==> config.mk <==
export PLATFORM = sky130hd
export DESIGN_NAME = fma_align_pipe_flat
export DESIGN_NICKNAME = d
export VERILOG_FILES = /design/src/rtl/fma_align_pipe_if.sv /design/src/rtl/fma_align_pipe.sv /design/src/flat_wrapper.sv
export SDC_FILE = /design/constraint.sdc
export NUM_CORES = 1
export LEC_CHECK = 0
export CAP_MARGIN = 5
export CORE_MARGIN = 1
export CORE_UTILIZATION = 48
export DETAILED_ROUTE_END_ITERATION = 12
export PLACE_DENSITY = 0.82
export RECOVER_POWER = 25
export SLEW_MARGIN = 25
export SYNTH_ARGS = -nofsm -noshare
export SYNTH_HDL_FRONTEND = slang
export SYNTH_SLANG_ARGS = --single-unit
==> constraint.sdc <==
create_clock -name clk -period 4.9 [get_ports clk]
set_input_delay 0.98 -clock clk [delete_from_list [all_inputs] [get_ports clk]]
set_output_delay 0.98 -clock clk [all_outputs]
set_load 0.01 [all_outputs]
==> src/rtl/fma_align_pipe_if.sv <==
// Operand-in / aligned-addend-out bundle for the FMA addend aligner.
// Latency: none (wires only).
// Backpressure: valid/ready on both the operation side and the result side.
interface fma_align_pipe_if #(
    parameter int EXP_WIDTH = 8,
    parameter int SIG_WIDTH = 23,
    parameter int TAG_WIDTH = 4
);
    localparam int AW  = 3 * (SIG_WIDTH + 1) + 7;
    localparam int SHW = $clog2(AW);

    logic                 in_valid;
    logic                 in_ready;
    logic [EXP_WIDTH-1:0] exp_a;
    logic [EXP_WIDTH-1:0] exp_b;
    logic [EXP_WIDTH-1:0] exp_c;
    logic [SIG_WIDTH:0]   sig_c;
    logic [TAG_WIDTH-1:0] in_tag;

    logic                 out_valid;
    logic                 out_ready;
    logic [AW-1:0]        c_aligned;
    logic                 sticky;
    logic [SHW-1:0]       shamt;
    logic                 c_dom;
    logic [TAG_WIDTH-1:0] out_tag;

    // Producer of operations / consumer of aligned results
    modport master (
        output in_valid, exp_a, exp_b, exp_c, sig_c, in_tag, out_ready,
        input  in_ready, out_valid, c_aligned, sticky, shamt, c_dom, out_tag
    );

    // The aligner itself
    modport slave (
        input  in_valid, exp_a, exp_b, exp_c, sig_c, in_tag, out_ready,
        output in_ready, out_valid, c_aligned, sticky, shamt, c_dom, out_tag
    );
endinterface

==> src/rtl/fma_align_pipe.sv <==
// Pipelined FMA addend aligner: clamped shift from exponents, then right-shift of C with exact sticky.
// Latency: 2 cycles (S1 exponent arithmetic, S2 shift), 1 op/cycle throughput.
// Backpressure: S2 holds while out_valid && !out_ready; in_ready = !s1_valid || S2 advancing.
module fma_align_pipe #(
    parameter int EXP_WIDTH = 8,
    parameter int SIG_WIDTH = 23,
    parameter int BIAS      = 127,
    parameter int TAG_WIDTH = 4
) (
    input  logic             clk,
    input  logic             rst,
    fma_align_pipe_if.slave  io
);
    localparam int SW1    = SIG_WIDTH + 1;
    localparam int AW     = 3 * SW1 + 7;
    localparam int OFFSET = SIG_WIDTH + 4;
    localparam int MAXSH  = AW - 1;
    localparam int SHW    = $clog2(AW);
    localparam int DW     = EXP_WIDTH + 3;
    localparam int RW     = EXP_WIDTH + 4;
    localparam int LOW    = 2 * SW1 + 6;

    typedef struct packed {
        logic [SHW-1:0]       shamt;
        logic                 c_dom;
        logic [SIG_WIDTH:0]   sig;
        logic [TAG_WIDTH-1:0] tag;
    } s1_t;

    typedef struct packed {
        logic [AW-1:0]        c_aligned;
        logic                 sticky;
        logic [SHW-1:0]       shamt;
        logic                 c_dom;
        logic [TAG_WIDTH-1:0] tag;
    } s2_t;

    logic              s1_valid;
    logic              s2_valid;
    logic              s2_adv;
    logic              in_rdy;
    s1_t               s1_d;
    s1_t               s1_q;
    s2_t               s2_d;
    s2_t               s2_q;
    logic signed [DW-1:0] d;
    logic signed [RW-1:0] raw;
    logic [AW-1:0]     window;
    logic [AW-1:0]     below;

    // S1 can move whenever S2 moves; an empty S2 always moves, so no separate term is needed
    assign s2_adv      = !s2_valid || io.out_ready;
    assign in_rdy      = !s1_valid || s2_adv;
    assign io.in_ready = in_rdy;

    // Unbiased product exponent minus addend exponent; zero-extended operands keep it exact
    assign d   = $signed({3'b000, io.exp_a}) + $signed({3'b000, io.exp_b})
               - $signed(DW'(BIAS)) - $signed({3'b000, io.exp_c});
    assign raw = $signed(RW'(OFFSET)) + RW'(d);

    // Clamp the raw shift into [0, MAXSH]; a non-positive shift means C dominates the product
    always_comb begin
        s1_d       = '0;
        s1_d.sig   = io.sig_c;
        s1_d.tag   = io.in_tag;
        if (raw[RW-1] || raw == '0) begin
            s1_d.shamt = '0;
            s1_d.c_dom = 1'b1;
        end else if (raw >= $signed(RW'(MAXSH))) begin
            s1_d.shamt = SHW'(MAXSH);
        end else begin
            s1_d.shamt = SHW'(raw);
        end
    end

    // C sits just below the guard zero at the top of the window; sticky ORs everything pushed below bit 0
    assign window = {1'b0, s1_q.sig, {LOW{1'b0}}};
    assign below  = ~({AW{1'b1}} << s1_q.shamt);

    // Shift result and sideband for the S2 register
    always_comb begin
        s2_d           = '0;
        s2_d.c_aligned = window >> s1_q.shamt;
        s2_d.sticky    = |(window & below);
        s2_d.shamt     = s1_q.shamt;
        s2_d.c_dom     = s1_q.c_dom;
        s2_d.tag       = s1_q.tag;
    end

    // S1 register: captures an operation whenever it has room
    always_ff @(posedge clk) begin
        if (rst) begin
            s1_valid <= 1'b0;
            s1_q     <= '0;
        end else if (in_rdy) begin
            s1_valid <= io.in_valid;
            if (io.in_valid) begin
                s1_q <= s1_d;
            end
        end
    end

    // S2 register: payload only reloads on a real transfer so stalled outputs stay put
    always_ff @(posedge clk) begin
        if (rst) begin
            s2_valid <= 1'b0;
            s2_q     <= '0;
        end else if (s2_adv) begin
            s2_valid <= s1_valid;
            if (s1_valid) begin
                s2_q <= s2_d;
            end
        end
    end

    assign io.out_valid = s2_valid;
    assign io.c_aligned = s2_q.c_aligned;
    assign io.sticky    = s2_q.sticky;
    assign io.shamt     = s2_q.shamt;
    assign io.c_dom     = s2_q.c_dom;
    assign io.out_tag   = s2_q.tag;
endmodule

==> src/flat_wrapper.sv <==
// flat-port wrapper written by rule: the top's interface ports become plain ports
module fma_align_pipe_flat 
#(
    parameter int EXP_WIDTH = 8,
    parameter int SIG_WIDTH = 23,
    parameter int BIAS      = 127,
    parameter int TAG_WIDTH = 4
)
  (clk, rst, io_in_valid, io_exp_a, io_exp_b, io_exp_c, io_sig_c, io_in_tag, io_out_ready, io_in_ready, io_out_valid, io_c_aligned, io_sticky, io_shamt, io_c_dom, io_out_tag);
  fma_align_pipe_if #(.EXP_WIDTH(EXP_WIDTH), .SIG_WIDTH(SIG_WIDTH), .TAG_WIDTH(TAG_WIDTH)) io_i ();
  input  logic clk;
  input  logic rst;
  input wire logic [$bits(io_i.in_valid)-1:0] io_in_valid;
  input wire logic [$bits(io_i.exp_a)-1:0] io_exp_a;
  input wire logic [$bits(io_i.exp_b)-1:0] io_exp_b;
  input wire logic [$bits(io_i.exp_c)-1:0] io_exp_c;
  input wire logic [$bits(io_i.sig_c)-1:0] io_sig_c;
  input wire logic [$bits(io_i.in_tag)-1:0] io_in_tag;
  input wire logic [$bits(io_i.out_ready)-1:0] io_out_ready;
  output wire logic [$bits(io_i.in_ready)-1:0] io_in_ready;
  output wire logic [$bits(io_i.out_valid)-1:0] io_out_valid;
  output wire logic [$bits(io_i.c_aligned)-1:0] io_c_aligned;
  output wire logic [$bits(io_i.sticky)-1:0] io_sticky;
  output wire logic [$bits(io_i.shamt)-1:0] io_shamt;
  output wire logic [$bits(io_i.c_dom)-1:0] io_c_dom;
  output wire logic [$bits(io_i.out_tag)-1:0] io_out_tag;
  assign io_i.in_valid = io_in_valid;
  assign io_i.exp_a = io_exp_a;
  assign io_i.exp_b = io_exp_b;
  assign io_i.exp_c = io_exp_c;
  assign io_i.sig_c = io_sig_c;
  assign io_i.in_tag = io_in_tag;
  assign io_i.out_ready = io_out_ready;
  assign io_in_ready = io_i.in_ready;
  assign io_out_valid = io_i.out_valid;
  assign io_c_aligned = io_i.c_aligned;
  assign io_sticky = io_i.sticky;
  assign io_shamt = io_i.shamt;
  assign io_c_dom = io_i.c_dom;
  assign io_out_tag = io_i.out_tag;
  fma_align_pipe #(.EXP_WIDTH(EXP_WIDTH), .SIG_WIDTH(SIG_WIDTH), .BIAS(BIAS), .TAG_WIDTH(TAG_WIDTH)) u_core (.clk(clk), .rst(rst), .io(io_i));
endmodule
==> qor.yml, run 1 <==
flow_run:
  max_cap_viol_count: 0
placement:
  dpl.cell_count: 1255
  port_buffers: 148
  placed_area_um2: 9320
  gp_congestion: 0.961
  dp_hpwl_um: 16200
finish:
  final_area_um2: 10100
  syn_to_final_growth_pct: 33.4
  seq_area_um2: 2590
  nets: 1151
  fin_util: 0.660
  n_antenna_cell: 0
  multi_input_area_um2: 4740
  fillers: 1290
  drive_gt1_frac: 0.139
  instances_no_fill: 1290
setup_path:
  startpoint_type: "input pin"
  ff2ff_path_depth: 6
  crit_slowest_cell: "clkdlybuf4s50_1"
  cp_num_buf_inv: 2
  crit_required_ns: 5.23
  cpLargestDelayFamily: "compound AO/OA/AOI/OAI gates"
  regToRegStartpoint: "u_core.s1_q[29]"
  path_class: "input pin to flop"
  rrSetupSlack_ns: 2.02
  worstPathCellList: "clkdlybuf4s50_1 > fa_2 > a21oi_2 > nor2_1 > nor2_1 > o21bai_1 > a21oi_2 > xnor2_1 > ha_1 > ha_4 > inv_2 > a221o_1 > a311o_2 > o211a_1 > nand2b_4 > a31o_4 > and2_1 > o41ai_2"
  cp-end-kind: "flop"
  arrival_ns: 5.05
  crit_path_max_fanout: 7
  max_stage_delay_ns: 0.46
  r2r-end: "u_core.io.c_aligned[52]"
floorplanning:
  start_util: 0.495
  die_w_um: 128
  coreArea_um2: 15300
  rows: 45
  io_pins: 150
  dieArea_um2: 16300
  die_y_um: 128
timing:
  setup_viol: 0
  worst_pin_slew_ns: 1.49
  max_slew_margin: 0.00444
  period_needed_ns: 4.71
  finClkSkew_ns: 0.0108
  max_clock_freq_ghz: 0.212
  rsz0062_at_grt: "false"
  finalHoldViolCount: 0
  period_share: 0.962
  drv_slew: 0
synthesis:
  synth_top_area_frac: 0.341
  syn_nets: 1016
  netlist_instances: 931
  ys_seq_area_frac: 0.341
  synthTopCellsByArea: "dfxtp_1 (34%), nand2_1 (6.8%), mux4_2 (5.6%)"
  ys_warn_count: 0
  yosys.cell_types.count: 71
  yosys_most_used_dff: "dfxtp_1"
  syn-cell-area_um2: 7580
  yosysTopAreaCell: "dfxtp_1"
  synth_edf_count: 0
  async_reset_ff_frac: 0
  syn_area_per_cell_um2: 8.14
  synth_seq_cells: 129
power:
  ir_worst_vdd_v: 0.000291
  leakagePower_uw: 0.00390
  powerDensity_nw_per_um2: 406
  total_power_uw: 4100
run_status:
  status: "complete, no violations"
clocking:
  cts-root-buf: "clkbuf_16"
  cts_tree: "done"
  ctsHtreeMaxLevel: 4
  clock_path_buffers: 2
  numCtsBuffers: 17
  clk_pin_slew_ns: 0.06
  cts-hold-fix-buffers: 0
  clock_sinks: 129
  insertion_delay_ns: 0.43
route:
  drcViolationCount: 0
  ant_nets: 0
  dr.pass1.iters: 8
  wl_per_cell_um: 18.1
  drt_iter0_drc: 814
  wirelength_um: 23300
  vias_per_cell: 5.93
  vias: 7656
hold_path:
  min_to: "u_core.io.out_tag[2]"
  hold_class: "flop to flop"
  hp-start: "u_core.io.out_tag[2]"
  hold_depth: 2
global_route:
  grtUsageTotal: 0.288
  grt_overflow: 0
  antenna_found_initial: 0
  grt_max_degree: 92
  grt_pass1_wl_um: 36500
  grt_pass1_vias: 7165
## cell type report
cell class                      count  area share
Multi-Input combinational cell    703       0.469
Sequential cell                   129       0.256
Timing Repair Buffer              186       0.175
Clock buffer                       18      0.0434
Tap cell                          211      0.0261
Clock inverter                     14      0.0198
Inverter                           29      0.0108
## cell usage in the layout (no fill, tap or decap), drive strengths merged, types with 4 or more instances in the layout
cell type | Yosys | layout
clkdlybuf4s50 | 0 | 110
a21o | 6 | 6
nor2b | 8 | 8
o221ai | 5 | 5
xnor2 | 8 | 8
o22ai | 21 | 21
o21bai | 4 | 4
mux4 | 19 | 19
dfxtp | 129 | 129
a222oi | 9 | 9
clkinv | 2 | 6
mux2 | 18 | 18
ha | 27 | 27
nand2b | 9 | 9
bufinv | 0 | 4
a21oi | 83 | 83
a211oi | 7 | 7
and2 | 7 | 7
clkbuf | 55 | 19
a22oi | 44 | 44
nand2 | 138 | 138
inv | 27 | 33
o31ai | 4 | 4
buf | 15 | 38
mux2i | 24 | 24
dlygate4sd3 | 0 | 35
or3 | 5 | 5
a31oi | 7 | 7
a2bb2oi | 6 | 6
a31o | 4 | 4
nand3 | 16 | 16
nor3 | 15 | 15
xor2 | 6 | 6
o21ai | 41 | 41
nor2 | 115 | 115
## sequential cells by signal, summed over array words and instances, names as in the netlist
| signal | cells |
|---|---|
| u_core.io.c_aligned | 78 |
| u_core.io.c_dom | 1 |
| u_core.io.out_tag | 4 |
| u_core.io.out_valid | 1 |
| u_core.io.shamt | 7 |
| u_core.io.sticky | 1 |
| u_core.s1_q | 36 |
| u_core.s1_valid | 1 |
## metrics by stage
step / hold WS, ns / TNS [ns] / setup slack [ns]
6_report: 0.450 / 0 / 0.188
4_1_cts: 0.456 / 0 / 0.00504
3_5_place_dp: 0.445 / -3.70 / -0.521
3_3_place_gp: 0.442 / -2.70 / -0.395
2_1_floorplan: 0.432 / 0 / 0.189
5_1_grt: 0.472 / 0 / 0.00889
## cells in the mapped netlist (all sizes together), types with 5 or more instances
library cell    n
nand2b          9
or3             5
ha             27
a31oi           7
xnor2           8
a21o            6
a22oi          44
nor2          115
o221ai          5
nor3           15
a2bb2oi         6
mux2           18
xor2            6
o22ai          21
dfxtp         129
a21oi          83
a211oi          7
nand2         138
nand3          16
buf            15
clkbuf         55
mux4           19
nor2b           8
a222oi          9
mux2i          24
o21ai          41
and2            7
inv            27
## per-layer routing
layer / vias up / part of all wire / global-route usage
li1: 3638 / - / -
met1: 3575 / 0.40 / 0.349
met2: 386 / 0.50 / 0.495
met3: 57 / 0.072 / 0.0586
met4: 0 / 0.030 / 0.126
met5: - / 0 / 0
## cells by family after synthesis
logic type | after synthesis | share of synthesized area
and+or+nand+nor | 324 | 0.182
xor gates and xnor gates | 14 | 0.0162
AOI/OAI and AO/OA | 274 | 0.245
adders and majority gates | 29 | 0.0499
muxes | 61 | 0.115
DFF | 129 | 0.341
other | 1 | 0.000495
buffers and inverters | 99 | 0.0504
## how the worst max path moves through the flow
stage / from / cells past startpoint / slack, ns / endpoint
final: io_exp_b[1] / 18 / 0.19 / u_core.s1_q[29]
after global routing: io_exp_b[1] / 18 / 0.009 / u_core.s1_q[29]
after CTS: io_exp_b[0] / 20 / 0.005 / u_core.s1_q[29]
after detailed placement: io_exp_b[0] / 18 / -0.52 / u_core.s1_q[30]
after global placement: io_exp_b[0] / 18 / -0.40 / u_core.s1_q[30]
after floorplan: io_exp_b[0] / 17 / 0.19 / u_core.s1_q[30]
## power by group
group | total, uW | internal [uW] | switching (uW)
clock | 1380 | 874 | 508
combinational | 1510 | 686 | 826
sequential | 1210 | 1100 | 109
## worst min-delay path, stage by stage (launching register included)
cell and delay [ns]:
dfxtp_1 0.30, nand2_1 0.05, a21oi_1 0.05
## timing repair
action	CTS	global route
endpoints found under the hold margin	0	0
buffers inserted	0	3
endpoints found under the setup margin	6	8
resized for setup	4	21
pin swaps	1	19
(Power assumes the default switching activity.)
==> run 2: changes to the inputs <==
--- a/config.mk
+++ b/config.mk
@@ -8,8 +8,10 @@
 export CAP_MARGIN = 5
 export CORE_MARGIN = 1
 export CORE_UTILIZATION = 48
+export CTS_CLUSTER_DIAMETER = 80
 export DETAILED_ROUTE_END_ITERATION = 12
-export PLACE_DENSITY = 0.82
+export HOLD_SLACK_MARGIN = 0.05
+export PLACE_DENSITY = 0.76
 export RECOVER_POWER = 25
 export SLEW_MARGIN = 25
 export SYNTH_ARGS = -nofsm -noshare
==> run 2 against run 1 <==
Compared with the run above:
- the run now ends with capacitance limit, slew limit left
- non-clock buffer count is 3 higher
- sequential share of layout area hardly changed
- sequential power hardly changed
- largest cell class unchanged
- critical path depth is 1 higher
- critical path type unchanged
- die area stayed put
==> qor.yml, run 2 (synthesis gave the netlist of run 1 again) <==
finish:
  largest_reg_flops: 78
  final_common_cell: "nand2_1"
  n_antenna_cell: 0
  nets: 1154
  drive_gt1_frac: 0.142
  final_cell_mix: "nand2_1 (137), dfxtp_1 (126), nor2_1 (114)"
  fin_util: 0.661
  fillers: 1277
  final_area_um2: 10100
  syn_to_final_growth_pct: 33.6
setup_path:
  regToRegStartpoint: "u_core.s1_q[30]"
  r2r-end: "u_core.io.c_aligned[3]"
  crit_required_ns: 5.23
  arrival_ns: 5.05
  ff2ff_path_depth: 8
  cp-end-kind: "flop"
  startpoint_type: "input pin"
  crit_path_max_fanout: 7
  path_class: "input pin to flop"
  rrSetupSlack_ns: 1.69
route:
  wl_per_cell_um: 18.0
  dr.pass1.iters: 6
  drcViolationCount: 0
  ant_nets: 0
  vias_per_cell: 5.93
  wirelength_um: 23300
  drt_iter0_drc: 784
  vias: 7664
global_route:
  grt_pass1_wl_um: 36800
  grt_overflow: 0
  grt_max_degree: 92
  grt_pass1_vias: 7078
  grtUsageTotal: 0.290
  antenna_found_initial: 0
placement:
  gp_congestion: 0.908
  port_buffers: 148
  placed_area_um2: 9340
  dp_hpwl_um: 16500
  pre_cts_ws_ns: -0.485
floorplanning:
  rows: 45
  dieArea_um2: 16300
  die_w_um: 128
  start_util: 0.495
  io_pins: 150
  coreArea_um2: 15300
  die_y_um: 128
timing:
  setup_viol: 0
  finClkSkew_ns: 0.00927
  max_slew_margin: -0.603
  worst_pin_slew_ns: 2.41
  period_share: 0.964
  period_needed_ns: 4.72
  finalHoldViolCount: 0
  drv_slew: 57
  setup_slack_ns: 0.177
  max_clock_freq_ghz: 0.212
  holdWs_ns: 0.451
clocking:
  cts-root-buf: "clkbuf_16"
  cts_tree: "done"
  clk_pin_slew_ns: 0.06
  ctsHtreeMaxLevel: 4
  numCtsBuffers: 17
  clock_path_buffers: 2
  insertion_delay_ns: 0.43
  clock_sinks: 129
hold_path:
  hold_depth: 2
  min_to: "u_core.io.out_tag[1]"
  hp-start: "u_core.io.out_tag[1]"
  hold_class: "flop to flop"
power:
  total_power_uw: 4040
  ir_worst_vdd_v: 0.000308
  leakagePower_uw: 0.00398
  powerDensity_nw_per_um2: 399
flow_run:
  max_cap_viol_count: 1
run_status:
  status: "finished, violations left"
  violations: "capacitance limit, slew limit"
-- run 2: report_power, final --
group | switching (uW) | internal [uW] | leakage [uW]
combinational | 801 | 663 | 0.00262
sequential | 116 | 1100 | 0.00105
clock | 501 | 858 | 0.000310
-- run 2: area by class of cell --
type	count	area, um2	share of cell area
Multi-Input combinational cell	703	4740	0.468
Clock buffer	17	425	0.0420
Timing Repair Buffer	189	1790	0.177
Tap cell	211	264	0.0261
Inverter	29	109	0.0108
Sequential cell	129	2590	0.256
Clock inverter	15	206	0.0204
-- run 2: per-stage QoR --
stage          TNS, ns  instances
2_1_floorplan        0        931
3_3_place_gp     -2.51       1257
3_5_place_dp     -3.34       1257
4_1_cts              0       1290
5_1_grt        -0.0746       1293
6_report             0       1293
-- run 2: timing repair --
action,in CTS,in global routing
hold buffers,0,0
pin swaps,3,19
endpoints found under the hold margin,0,0
setup endpoints to repair,2,8
buffers inserted,1,3
resized for setup,3,24
-- run 2: worst max path at each step --
stage,endpoint,start,slack (ns)
2_1_floorplan,u_core.s1_q[30],io_exp_b[0],0.19
3_3_place_gp,u_core.s1_q[30],io_exp_b[0],-0.36
3_5_place_dp,u_core.s1_q[30],io_exp_b[0],-0.48
4_1_cts,u_core.s1_q[29],io_exp_b[0],0.003
5_1_grt,u_core.s1_q[29],io_exp_a[0],-0.03
6_report,u_core.s1_q[29],io_exp_a[0],0.18
-- run 2: critical path, cell delays in order --
cell and delay, ns:
clkdlybuf4s50_1 0.41, ha_2 0.20, fa_2 0.36, a21oi_2 0.12, nor2_1 0.05, nor2_1 0.13
o21bai_1 0.11, a21oi_2 0.18, xnor2_1 0.11, ha_1 0.34, ha_4 0.33, nor2b_1 0.07
a221o_1 0.31, a311o_2 0.37, o211a_1 0.17, nand2b_4 0.17, a31o_4 0.25, and2_1 0.14
o41ai_2 0.25
-- run 2: metal layers --
| layer | global-route usage | up-vias | share of wire |
|---|---|---|---|
| met1 | 0.358 | 3619 | 0.41 |
| met5 | 0 | - | 0 |
| li1 | - | 3643 | - |
| met3 | 0.0532 | 41 | 0.074 |
| met2 | 0.507 | 361 | 0.50 |
| met4 | 0.102 | 0 | 0.021 |
